<file path="src/rtl/full_subtractor_if.sv">
// full_subtractor_if
//   Groups the operand, fault-injection, self-test control and result
//   signals of the full_subtractor cell into one bundle.
//   master : drives A/B/Bin, sa0_mask and bist_start; observes all results.
//   slave  : the subtractor cell itself.
//   Signals:
//     A, B, Bin   operand bits (minuend, subtrahend, borrow in)
//     sa0_mask    stuck-at-0 injection {A,B,Bin}
//     bist_start  one-cycle self-test start pulse
//     D, Bout     combinational difference / borrow out
//     D_r, Bout_r registered copies (one cycle latency)
//     bist_busy, bist_done, fault_flag, fault_code, mismatch  self-test status
interface full_subtractor_if;
   logic       A;
   logic       B;
   logic       Bin;
   logic [2:0] sa0_mask;
   logic       bist_start;
   logic       D;
   logic       Bout;
   logic       D_r;
   logic       Bout_r;
   logic       bist_busy;
   logic       bist_done;
   logic       fault_flag;
   logic [2:0] fault_code;
   logic       mismatch;

   modport master (
      output A, B, Bin, sa0_mask, bist_start,
      input  D, Bout, D_r, Bout_r, bist_busy, bist_done,
             fault_flag, fault_code, mismatch
   );

   modport slave (
      input  A, B, Bin, sa0_mask, bist_start,
      output D, Bout, D_r, Bout_r, bist_busy, bist_done,
             fault_flag, fault_code, mismatch
   );
endinterface

</file>
<file path="src/rtl/full_subtractor.sv">
// full_subtractor
//   1-bit full subtractor (D = A-B-Bin difference, Bout = borrow out) with a
//   registered output copy, stuck-at-0 fault injection on the three inputs and
//   a built-in self-test that walks all 8 input vectors, flags any disagreement
//   with a fault-free golden model and classifies which inputs are stuck at 0.
//   Ports:
//     clk  system clock, rising edge
//     rst  asynchronous active-high reset
//     bus  full_subtractor_if.slave (operands, mask, BIST control and status)
module full_subtractor (
   input  logic              clk,
   input  logic              rst,
   full_subtractor_if.slave  bus
);

   typedef enum logic [1:0] {IDLE, RUN, DONE} state_t;

   state_t     state_reg, state_next;
   logic [2:0] index_reg;
   logic       fault_flag_reg;
   logic [2:0] fault_code_reg;
   logic       mismatch_reg;
   logic       d_r_reg, bout_r_reg;

   logic       busy, done;
   logic       start_accept;
   logic [2:0] bist_vec;
   logic [2:0] src_vec;
   logic [2:0] int_vec;
   logic       d_int, bout_int;
   logic       d_gold, bout_gold;
   logic       cls_hit;
   logic [2:0] cls_code;

   // Vector order: count 000..011, then walk down from 111 so that the last
   // four vectors all have A=1 and expose the stuck-input signatures.
   always_comb begin
      bist_vec = 3'b000;
      case (index_reg)
         3'd0: bist_vec = 3'b000;
         3'd1: bist_vec = 3'b001;
         3'd2: bist_vec = 3'b010;
         3'd3: bist_vec = 3'b011;
         3'd4: bist_vec = 3'b111;
         3'd5: bist_vec = 3'b110;
         3'd6: bist_vec = 3'b101;
         3'd7: bist_vec = 3'b100;
         default: bist_vec = 3'b000;
      endcase
   end

   assign src_vec = busy ? bist_vec : {bus.A, bus.B, bus.Bin};

   // Stuck-at-0 injection, bit by bit.
   generate
      for (genvar gi = 0; gi < 3; gi++) begin : g_mask
         assign int_vec[gi] = src_vec[gi] & ~bus.sa0_mask[gi];
      end
   endgenerate

   assign d_int     = ^int_vec;
   assign bout_int  = (~int_vec[2] & int_vec[1]) | (~int_vec[2] & int_vec[0])
                    | (int_vec[1] & int_vec[0]);
   assign d_gold    = ^src_vec;
   assign bout_gold = (~src_vec[2] & src_vec[1]) | (~src_vec[2] & src_vec[0])
                    | (src_vec[1] & src_vec[0]);

   // Signature table: only meaningful on the A=1 half of the sweep.
   always_comb begin
      cls_hit  = 1'b0;
      cls_code = 3'b000;
      if (index_reg[2]) begin
         case ({bist_vec, d_int, bout_int})
            5'b111_01: begin cls_hit = 1'b1; cls_code = 3'b100; end
            5'b111_10: begin cls_hit = 1'b1; cls_code = 3'b011; end
            5'b110_10: begin cls_hit = 1'b1; cls_code = 3'b010; end
            5'b110_11: begin cls_hit = 1'b1; cls_code = 3'b101; end
            5'b101_10: begin cls_hit = 1'b1; cls_code = 3'b001; end
            5'b101_11: begin cls_hit = 1'b1; cls_code = 3'b110; end
            5'b100_00: begin cls_hit = 1'b1; cls_code = 3'b111; end
            default:   begin cls_hit = 1'b0; cls_code = 3'b000; end
         endcase
      end
   end

   assign start_accept = (state_reg != RUN) && bus.bist_start;

   // FSM: state register
   always_ff @(posedge clk or posedge rst) begin
      if (rst) state_reg <= IDLE;
      else     state_reg <= state_next;
   end

   // FSM: next state
   always_comb begin
      state_next = state_reg;
      case (state_reg)
         IDLE:    if (bus.bist_start) state_next = RUN;
         RUN:     if (index_reg == 3'd7) state_next = DONE;
         DONE:    if (bus.bist_start) state_next = RUN;
         default: state_next = IDLE;
      endcase
   end

   // FSM: outputs
   always_comb begin
      busy = (state_reg == RUN);
      done = (state_reg == DONE);
   end

   // Datapath registers
   always_ff @(posedge clk or posedge rst) begin
      if (rst) begin
         d_r_reg        <= 1'b0;
         bout_r_reg     <= 1'b0;
         index_reg      <= 3'd0;
         fault_flag_reg <= 1'b0;
         fault_code_reg <= 3'b000;
         mismatch_reg   <= 1'b0;
      end else begin
         d_r_reg    <= d_int;
         bout_r_reg <= bout_int;
         if (start_accept) begin
            index_reg      <= 3'd0;
            fault_flag_reg <= 1'b0;
            fault_code_reg <= 3'b000;
            mismatch_reg   <= 1'b0;
         end else if (busy) begin
            index_reg <= index_reg + 3'd1;
            if ((d_int != d_gold) || (bout_int != bout_gold))
               mismatch_reg <= 1'b1;
            // First signature wins; later ones are ignored.
            if (cls_hit && !fault_flag_reg) begin
               fault_flag_reg <= 1'b1;
               fault_code_reg <= cls_code;
            end
         end
      end
   end

   assign bus.D          = d_int;
   assign bus.Bout       = bout_int;
   assign bus.D_r        = d_r_reg;
   assign bus.Bout_r     = bout_r_reg;
   assign bus.bist_busy  = busy;
   assign bus.bist_done  = done;
   assign bus.fault_flag = fault_flag_reg;
   assign bus.fault_code = fault_code_reg;
   assign bus.mismatch   = mismatch_reg;

endmodule

</file>
<file path="src/flat_wrapper.sv">
// flat-port wrapper written by rule: the top's interface ports become plain ports
module full_subtractor_flat 
  (clk, rst, bus_A, bus_B, bus_Bin, bus_sa0_mask, bus_bist_start, bus_D, bus_Bout, bus_D_r, bus_Bout_r, bus_bist_busy, bus_bist_done, bus_fault_flag, bus_fault_code, bus_mismatch);
  full_subtractor_if bus_i ();
  input  logic clk;
  input  logic rst;
  input wire logic [$bits(bus_i.A)-1:0] bus_A;
  input wire logic [$bits(bus_i.B)-1:0] bus_B;
  input wire logic [$bits(bus_i.Bin)-1:0] bus_Bin;
  input wire logic [$bits(bus_i.sa0_mask)-1:0] bus_sa0_mask;
  input wire logic [$bits(bus_i.bist_start)-1:0] bus_bist_start;
  output wire logic [$bits(bus_i.D)-1:0] bus_D;
  output wire logic [$bits(bus_i.Bout)-1:0] bus_Bout;
  output wire logic [$bits(bus_i.D_r)-1:0] bus_D_r;
  output wire logic [$bits(bus_i.Bout_r)-1:0] bus_Bout_r;
  output wire logic [$bits(bus_i.bist_busy)-1:0] bus_bist_busy;
  output wire logic [$bits(bus_i.bist_done)-1:0] bus_bist_done;
  output wire logic [$bits(bus_i.fault_flag)-1:0] bus_fault_flag;
  output wire logic [$bits(bus_i.fault_code)-1:0] bus_fault_code;
  output wire logic [$bits(bus_i.mismatch)-1:0] bus_mismatch;
  assign bus_i.A = bus_A;
  assign bus_i.B = bus_B;
  assign bus_i.Bin = bus_Bin;
  assign bus_i.sa0_mask = bus_sa0_mask;
  assign bus_i.bist_start = bus_bist_start;
  assign bus_D = bus_i.D;
  assign bus_Bout = bus_i.Bout;
  assign bus_D_r = bus_i.D_r;
  assign bus_Bout_r = bus_i.Bout_r;
  assign bus_bist_busy = bus_i.bist_busy;
  assign bus_bist_done = bus_i.bist_done;
  assign bus_fault_flag = bus_i.fault_flag;
  assign bus_fault_code = bus_i.fault_code;
  assign bus_mismatch = bus_i.mismatch;
  full_subtractor u_core (.clk(clk), .rst(rst), .bus(bus_i));
endmodule
</file>
<file path="config.mk">
export PLATFORM = sky130hd
export DESIGN_NAME = full_subtractor_flat
export DESIGN_NICKNAME = d
export VERILOG_FILES = /design/src/rtl/full_subtractor_if.sv /design/src/rtl/full_subtractor.sv /design/src/flat_wrapper.sv
export SDC_FILE = /design/constraint.sdc
export NUM_CORES = 1
export LEC_CHECK = 0
export CAP_MARGIN = 20
export CORE_MARGIN = 3
export CORE_UTILIZATION = 30
export DETAILED_ROUTE_END_ITERATION = 10
export SLEW_MARGIN = 20
export SYNTH_ARGS = -nofsm -noshare
export SYNTH_HDL_FRONTEND = slang
export SYNTH_SLANG_ARGS = --single-unit
</file>
<file path="constraint.sdc">
create_clock -name clk -period 5.7 [get_ports clk]
set_input_delay 1.14 -clock clk [delete_from_list [all_inputs] [get_ports clk]]
set_output_delay 1.14 -clock clk [all_outputs]
set_load 0.02 [all_outputs]
</file>
After elaboration in Yosys (flattened, before gate mapping). Memory sizes are Yosys's and may differ from the RTL's. Cells that the tools add are included.

Register bits: 12. Memory bits (read-only): 24. Input bits: 9. Output and inout port bits: 11. Logic and storage cells: 76. Memories: 1.

Add/sub/neg operators: 1. Equality and inequality tests: 15. Mux-type cells: 19. Bitwise operators: 18. Reduce and logical (&&, ||, !) cells: 15.

Memories: (name not given) (depth 8, width 3, rd ports 1, clocked after memory_dff 0, write ports 0, line full_subtractor.sv:39) `case (index_reg)`.

Operators with widths (count): $eq 5x5->1 const B (7); $mux 3 (7); $pmux 3 s7 (1); $and 1x1->1 (9); $mux 1 (8); $reduce_or 7->1 (1); $reduce_and 2->1 (3); $reduce_bool 2->1 (3); $reduce_xor 3->1 (2); $not 1->1 (5); $mux 2 (2); $ne 2x1->1 const B (2); $or 1x1->1 (4); $pmux 2 s2 (1); $add 3x1->3 const B (1); $eq 3x3->1 const B (1); $eq 2x1->1 const B (1); $eq 2x2->1 const B (1); $logic_and 1x1->1 (2); $logic_not 2->1 (1); $ne 1x1->1 (2); $ne 2x2->1 const B (1); $reduce_or 2->1 (1); $logic_not 1->1 (1); $logic_or 1x1->1 (1).

Depth between registers and ports, before layout. Gate-level depths: netlist of the first run.

Depth after elaboration: 15. Gate-level depth with buffers: 11. Depth with buffers taken out: 10.

Least setup slack after synthesis of the first run. OpenSTA, ideal clock, no wires.

Kind: in2out. Start: input bus_B. End: output bus_D. Data arrival time: 2.216 ns. Required time: 4.560 ns. Slack: 2.344 ns. Stages: 5. Buffers on the path: 1. Cells stage by stage: a21oi_1 > nor2_1 > fa_1 > clkbuf_8 > inv_1.

Cells in the longest elaborated chain, start to end: 3.

RTL lines: start: declaration (line flat_wrapper.sv:8) `input wire logic [$bits(bus_i.B)-1:0] bus_B;`; $mux 3 (line full_subtractor.sv:52) `assign src_vec = busy ? bist_vec : {bus.A, bus.B, bus.Bin};`; $and 1x1->1 (line full_subtractor.sv:57) `assign int_vec[gi] = src_vec[gi] & ~bus.sa0_mask[gi];`; $reduce_xor 3->1 (line full_subtractor.sv:61) `assign d_int = ^int_vec;`; end: declaration (line flat_wrapper.sv:12) `output wire logic [$bits(bus_i.D)-1:0] bus_D;`.

Every way passes these cells.

Final worst setup path of the first run.
Start: input bus_A. End: output bus_D.

Cells in the longest elaborated chain, start to end: 3.

RTL lines: start: declaration (line flat_wrapper.sv:7) `input wire logic [$bits(bus_i.A)-1:0] bus_A;`; $mux 3 (line full_subtractor.sv:52); $and 1x1->1 (line full_subtractor.sv:57); $reduce_xor 3->1 (line full_subtractor.sv:61).

Every way passes these cells.

==> impl_metrics.toml, run 1 <==
[status]
status = "finished clean"

[clock_network]
clockBufferDepth = 2
htree_levels = 1
cts_hold_buf = 0
cts_resized = 0
cts_tree = "done"
clock_latency_ns = 0.28
clock-sinks = 12
cts_root_buf = "clkbuf_4"
postCtsSetupBuffers = 0
cts_buffers = 3
clk_pin_slew_worst_paths_ns = 0.07

[global_routing]
antenna_found_initial = 0
grt_pass1_vias = 568
grt_pass1_wl_um = 2530
globalRouteOverflowTotal = 0
grtUsageTotal_pct = 9.98
grt_max_degree = 14

[sta]
post-route-min-period_ns = 4.46
worstMarginPinSlew_ns = 0.459
relSlewSlack_pct = 69.3
fmaxAchievable_ghz = 0.224
period_share_pct = 78.3
finalMaxSlewViolations = 0
finalWorstSetupSlack_ns = 1.24
rsz0062_at_grt = "false"
finalSetupTns_ns = 0
setup_violations = 0
hold_violations = 0
finalClockSkew_ns = 0.00604

[die]
dieArea_um2 = 3250
die_w_um = 57.0
start_util_pct = 33.3
core_area_um2 = 2340
rows = 17
io_pins = 20
die_y_um = 57.0

[cells_and_area]
fillers = 251
area_growth_pct = 25.8
diodes = 0
fin_nets = 111
drive_gt1_share_pct = 8.25
utilization_pct = 41.9

[route]
wl_met1_um = 687
drcViolationCount = 0
vias = 602
dr.pass1.iters = 2
drt_wl_total_um = 1520
wl_met3_um = 103
top_layer_used = "met3"
routedWlPerCell_um = 12.1
route.antenna.remaining_nets = 0
drt_iter0_drc = 2
avgViaCountPerCell = 4.82
wl_met2_um = 726

[placement]
dp_hpwl_um = 1210
dpl_worst_slack_ns = 1.22
gp_congestion = 0.763
port_buffers = 19

[logic_synthesis]
avgSynthCellArea_um2 = 9.74
synth-seq-area-share_pct = 38.5
synth_nets = 93
yosys_register_bits = 12
ys.flop_type = "dfrtp_1"
yosysWarnings = 0
synth_area_um2 = 779
synth_cells = 80
synth_edf_count = 0
ys_types = 32
async_flop_share_pct = 100

[power_and_ir_drop]
ir_worst_vdd_mv = 0.375
p_clk_share_pct = 9.9
p_comb_share_pct = 66.8
p_per_area_nw_per_um2 = 705
power_frac_seq_pct = 23.3
switching_share_pct = 45.5
power.leakage_uw = 0.000428
intPower_uw = 377
switchingPower_uw = 314
power.total_uw = 691

[worst_setup_path]
path_cells = "clkdlybuf4s50_1, nand2_1, nand2_1, nand2b_1, fa_1, inv_1, clkdlybuf4s50_1"
cp.required_ns = 4.56
crit_path_end_kind = "output port"
crit_type = "in -> out"
slowest_stage = "fa_1"
cp_data_arrival_time_ns = 3.32
crit_path_start_kind = "primary input"
cp_max_fo = 11
worst_path_largest_cell_delay_ns = 0.80

[min_path]
min_path_type = "reg -> reg"

[run]
maxCapViolCount = 0
area by class of cell:
class                   instances  area [um^2]  share of cell area [%]
clock buffers                   4         36.3                    3.70
well taps                      28         35.0                    3.57
flip-flops and latches         12          300                    30.6
inverters                       4         15.0                    1.53
repair buffers                 19          190                    19.4
multi-input cells              58          404                    41.2
layout by cell type, fill, tap and decap left out, types with 2 or more instances in the layout:
| cell type | count |
|---|---|
| nand2b_1 | 2 |
| mux2i_1 | 2 |
| nor3b_1 | 2 |
| a21oi_1 | 2 |
| inv_1 | 4 |
| nand3_1 | 3 |
| xnor2_1 | 6 |
| o21ai_0 | 4 |
| ha_1 | 2 |
| clkbuf_4 | 3 |
| dfrtp_1 | 12 |
| nor2_1 | 4 |
| nand2_1 | 14 |
| clkdlybuf4s50_1 | 19 |
| fa_1 | 2 |
stage by stage:
step	hold WS [ns]	area, um^2	cells
final	0.488	981	125
after global routing	0.514	981	125
after CTS	0.494	981	125
after detailed placement	0.474	945	121
after global placement	0.470	945	121
after floorplan	0.457	779	80
Yosys cell counts, drive strengths merged (3+ instances only):
master / instances / share of area, %
nand2: 14 / 6.7
dfrtp: 12 / 39
xnor2: 6 / 6.7
buf: 5 / 5.9
o21ai: 5 / 3.2
inv: 4 / 1.9
nor2: 4 / 1.9
nand3: 3 / 1.9
nor3b: 3 / 3.5
power groups by stage:
stage               Sequential, uW  Combinational [uW]  Clock (uW)
floorplan                      162                 382           0
global placement               163                 454           0
detailed placement             164                 464           0
CTS                            162                 466        70.6
global route                   168                 508        75.3
finish                         161                 462        68.4
kinds of logic (layout without fill, tap and decap cells):
family	Yosys count	after routing	synth area share (%)
simple gates	32	32	21.5
compound gates	14	14	12.7
flops	12	12	38.5
buf+inv	10	27	9.63
xor+xnor	6	6	6.74
fa+ha+maj	4	4	8.35
mux	2	2	2.57
path summary, 6_finish.rpt:
check                                          from  depth (start not counted)                       end  slack [ns]
min in group asynchronous                       rst                          2     u_core.bus.fault_flag        1.17
worst min-delay path            u_core.state_reg[0]                          1       u_core.state_reg[0]        0.49
worst max-delay path                          bus_A                          7                     bus_D        1.24
max in group asynchronous                       rst                          2         u_core.bus.Bout_r        4.21
worst min register to register  u_core.state_reg[0]                          1       u_core.state_reg[0]        0.49
worst max register to register  u_core.state_reg[1]                         10  u_core.bus.fault_code[1]        2.78
metal layers:
layer,global-route usage [%],up-vias
met3,3.85,0
met5,0,-
li1,-,304
met4,1.99,0
met2,17.6,16
met1,11.5,282
critical path: cells and delay by family:
kind / cells / cell delay, ns
adders and majority gates: 1 / 0.80
buffers and inverters: 3 / 1.12
and+or+nand+nor: 3 / 0.27
(Power assumes the default switching activity.)
==> run 2: changes to the inputs <==
==> constraint.sdc (replaced) <==
create_clock -name clk -period 3.62 [get_ports clk]
set_input_delay 0.724 -clock clk [delete_from_list [all_inputs] [get_ports clk]]
set_output_delay 0.724 -clock clk [all_outputs]
set_load 0.02 [all_outputs]
==> run 2 against run 1 <==
  * Non-clock buffer count up 3
  * Die area unchanged
  * Clock skew down 0.0012 ns
  * Sequential share of layout area down 0.69 points
  * Critical endpoint unchanged
  * Critical path depth unchanged
  * Final cell count up 2.4%
  * Hold slack better by 0.0086 ns
  * Clock power up 56%
  * Routed wire length up 4.9%
  * Sequential power up 60%
  * Design area up 2.3%
  * Combinational power up 65%
==> impl_metrics.toml, run 2 (same netlist as run 1, synthesis figures left out) <==
[die]
start_util_pct = 33.3
die_w_um = 57.0
rows = 17
dieArea_um2 = 3250
core_area_um2 = 2340
die_y_um = 57.0
io_pins = 20

[global_routing]
globalRouteOverflowTotal = 0
antenna_found_initial = 0
grtUsageTotal_pct = 10.6
grt_pass1_wl_um = 2660
grt_pass1_vias = 607
grt_max_degree = 13

[worst_setup_path]
cp_max_fo = 2
reg2reg_from = "u_core.state_reg[1]"
reg2reg_to = "u_core.bus.fault_code[1]"
crit_type = "in -> out"
cp.required_ns = 2.90
crit_path_end_kind = "output port"
crit_path_start_kind = "primary input"
regToRegSetupSlack_ns = 0.87
r2r_cells = 11
cp_data_arrival_time_ns = 2.63

[cells_and_area]
final_cell_mix = "clkdlybuf4s50_1 (19), nand2_1 (14), dfrtp_1 (12), xnor2_1 (6)"
area_growth_pct = 28.7
layout_commonest_cell = "clkdlybuf4s50_1"
diodes = 0
drive_gt1_share_pct = 11.0
utilization_pct = 42.9
fin_nets = 114

[route]
vias = 593
routedWlPerCell_um = 12.4
drcViolationCount = 0
drt_iter0_drc = 2
drt_wl_total_um = 1590
dr.pass1.iters = 4
route.antenna.remaining_nets = 0
avgViaCountPerCell = 4.63

[sta]
worstMarginPinSlew_ns = 0.461
relSlewSlack_pct = 69.2
fmaxAchievable_ghz = 0.298
finalSetupTns_ns = 0
hold_violations = 0
rsz0062_at_grt = "false"
post-route-min-period_ns = 3.36
setup_violations = 0
finalClockSkew_ns = 0.00479
finalMaxSlewViolations = 0
period_share_pct = 92.7

[placement]
dp_hpwl_um = 1240
port_buffers = 19
gp_congestion = 0.723

[run]
maxCapViolCount = 0

[status]
status = "finished clean"

[power_and_ir_drop]
power.leakage_uw = 0.000443
p_per_area_nw_per_um2 = 1120
ir_worst_vdd_mv = 0.590

[clock_network]
cts_tree = "done"
clock-sinks = 12
cts_buffers = 3
cts_hold_buf = 0
clk_pin_slew_worst_paths_ns = 0.08
clockBufferDepth = 2
htree_levels = 1
postCtsSetupBuffers = 0
clock_latency_ns = 0.27
cts_root_buf = "clkbuf_4"
cts_resized = 0

[min_path]
min_path_type = "reg -> reg"
hold_depth = 1
worstHoldStart = "u_core.state_reg[0]"
min_to = "u_core.state_reg[0]"
==> run 2: cell types whose count changed in the layout (fill, tap and decap cells not counted), sizes merged <==
cell	previous run	this run
buf	0	3
==> run 2: critical path: stages <==
cell	delay, ns
clkdlybuf4s50_1	0.46
nand2_1	0.05
nand2_1	0.11
nand2b_1	0.09
fa_1	0.51
inv_1	0.09
clkdlybuf4s50_1	0.60
==> run 2: final cells by class <==
cell class / instances / area [um^2]
clock buffers: 4 / 36.3
well taps: 28 / 35.0
fillers: 247 / 1340
multi-input cells: 58 / 404
flip-flops and latches: 12 / 300
inverters: 4 / 15.0
repair buffers: 22 / 213
==> run 2: power breakdown <==
group          switching (uW)  leakage (uW)  internal, uW
clock                    46.2     0.0000210          61.1
combinational             392      0.000272           370
sequential               67.8      0.000150           189
==> run 2: metal layers <==
layer,GRT usage [%],share of wire (%),wire (um),up-vias
li1,-,-,-,308
met1,12.9,48,771,270
met2,17.6,46,734,15
met3,4.52,5.4,86,0
met4,1.99,0,0,0
met5,0,0,0,-
==> run 2: per-stage QoR <==
step / power [uW] / worst slack [ns] / hold slack (ns) / cell area, um^2 / cells
after CTS: 1140 / 0.230 / 0.498 / 1000 / 128
after detailed placement: 1020 / 0.238 / 0.487 / 967 / 124
final: 1130 / 0.264 / 0.497 / 1000 / 128
after global placement: 1010 / 0.237 / 0.463 / 967 / 124
after global routing: 1220 / 0.0753 / 0.530 / 1000 / 128
after floorplan: 856 / 1.03 / 0.457 / 779 / 80
==> run 2: how the worst max path moves through the flow <==
stage / cells after the start / from / to / slack (ns)
global placement: 7 / bus_A / bus_D / 0.24
finish: 7 / bus_A / bus_D / 0.26
floorplan: 11 / u_core.state_reg[1] / u_core.bus.fault_code[1] / 1.03
CTS: 7 / bus_A / bus_D / 0.23
global route: 8 / u_core.state_reg[1] / bus_D / 0.08
detailed placement: 7 / bus_A / bus_D / 0.24
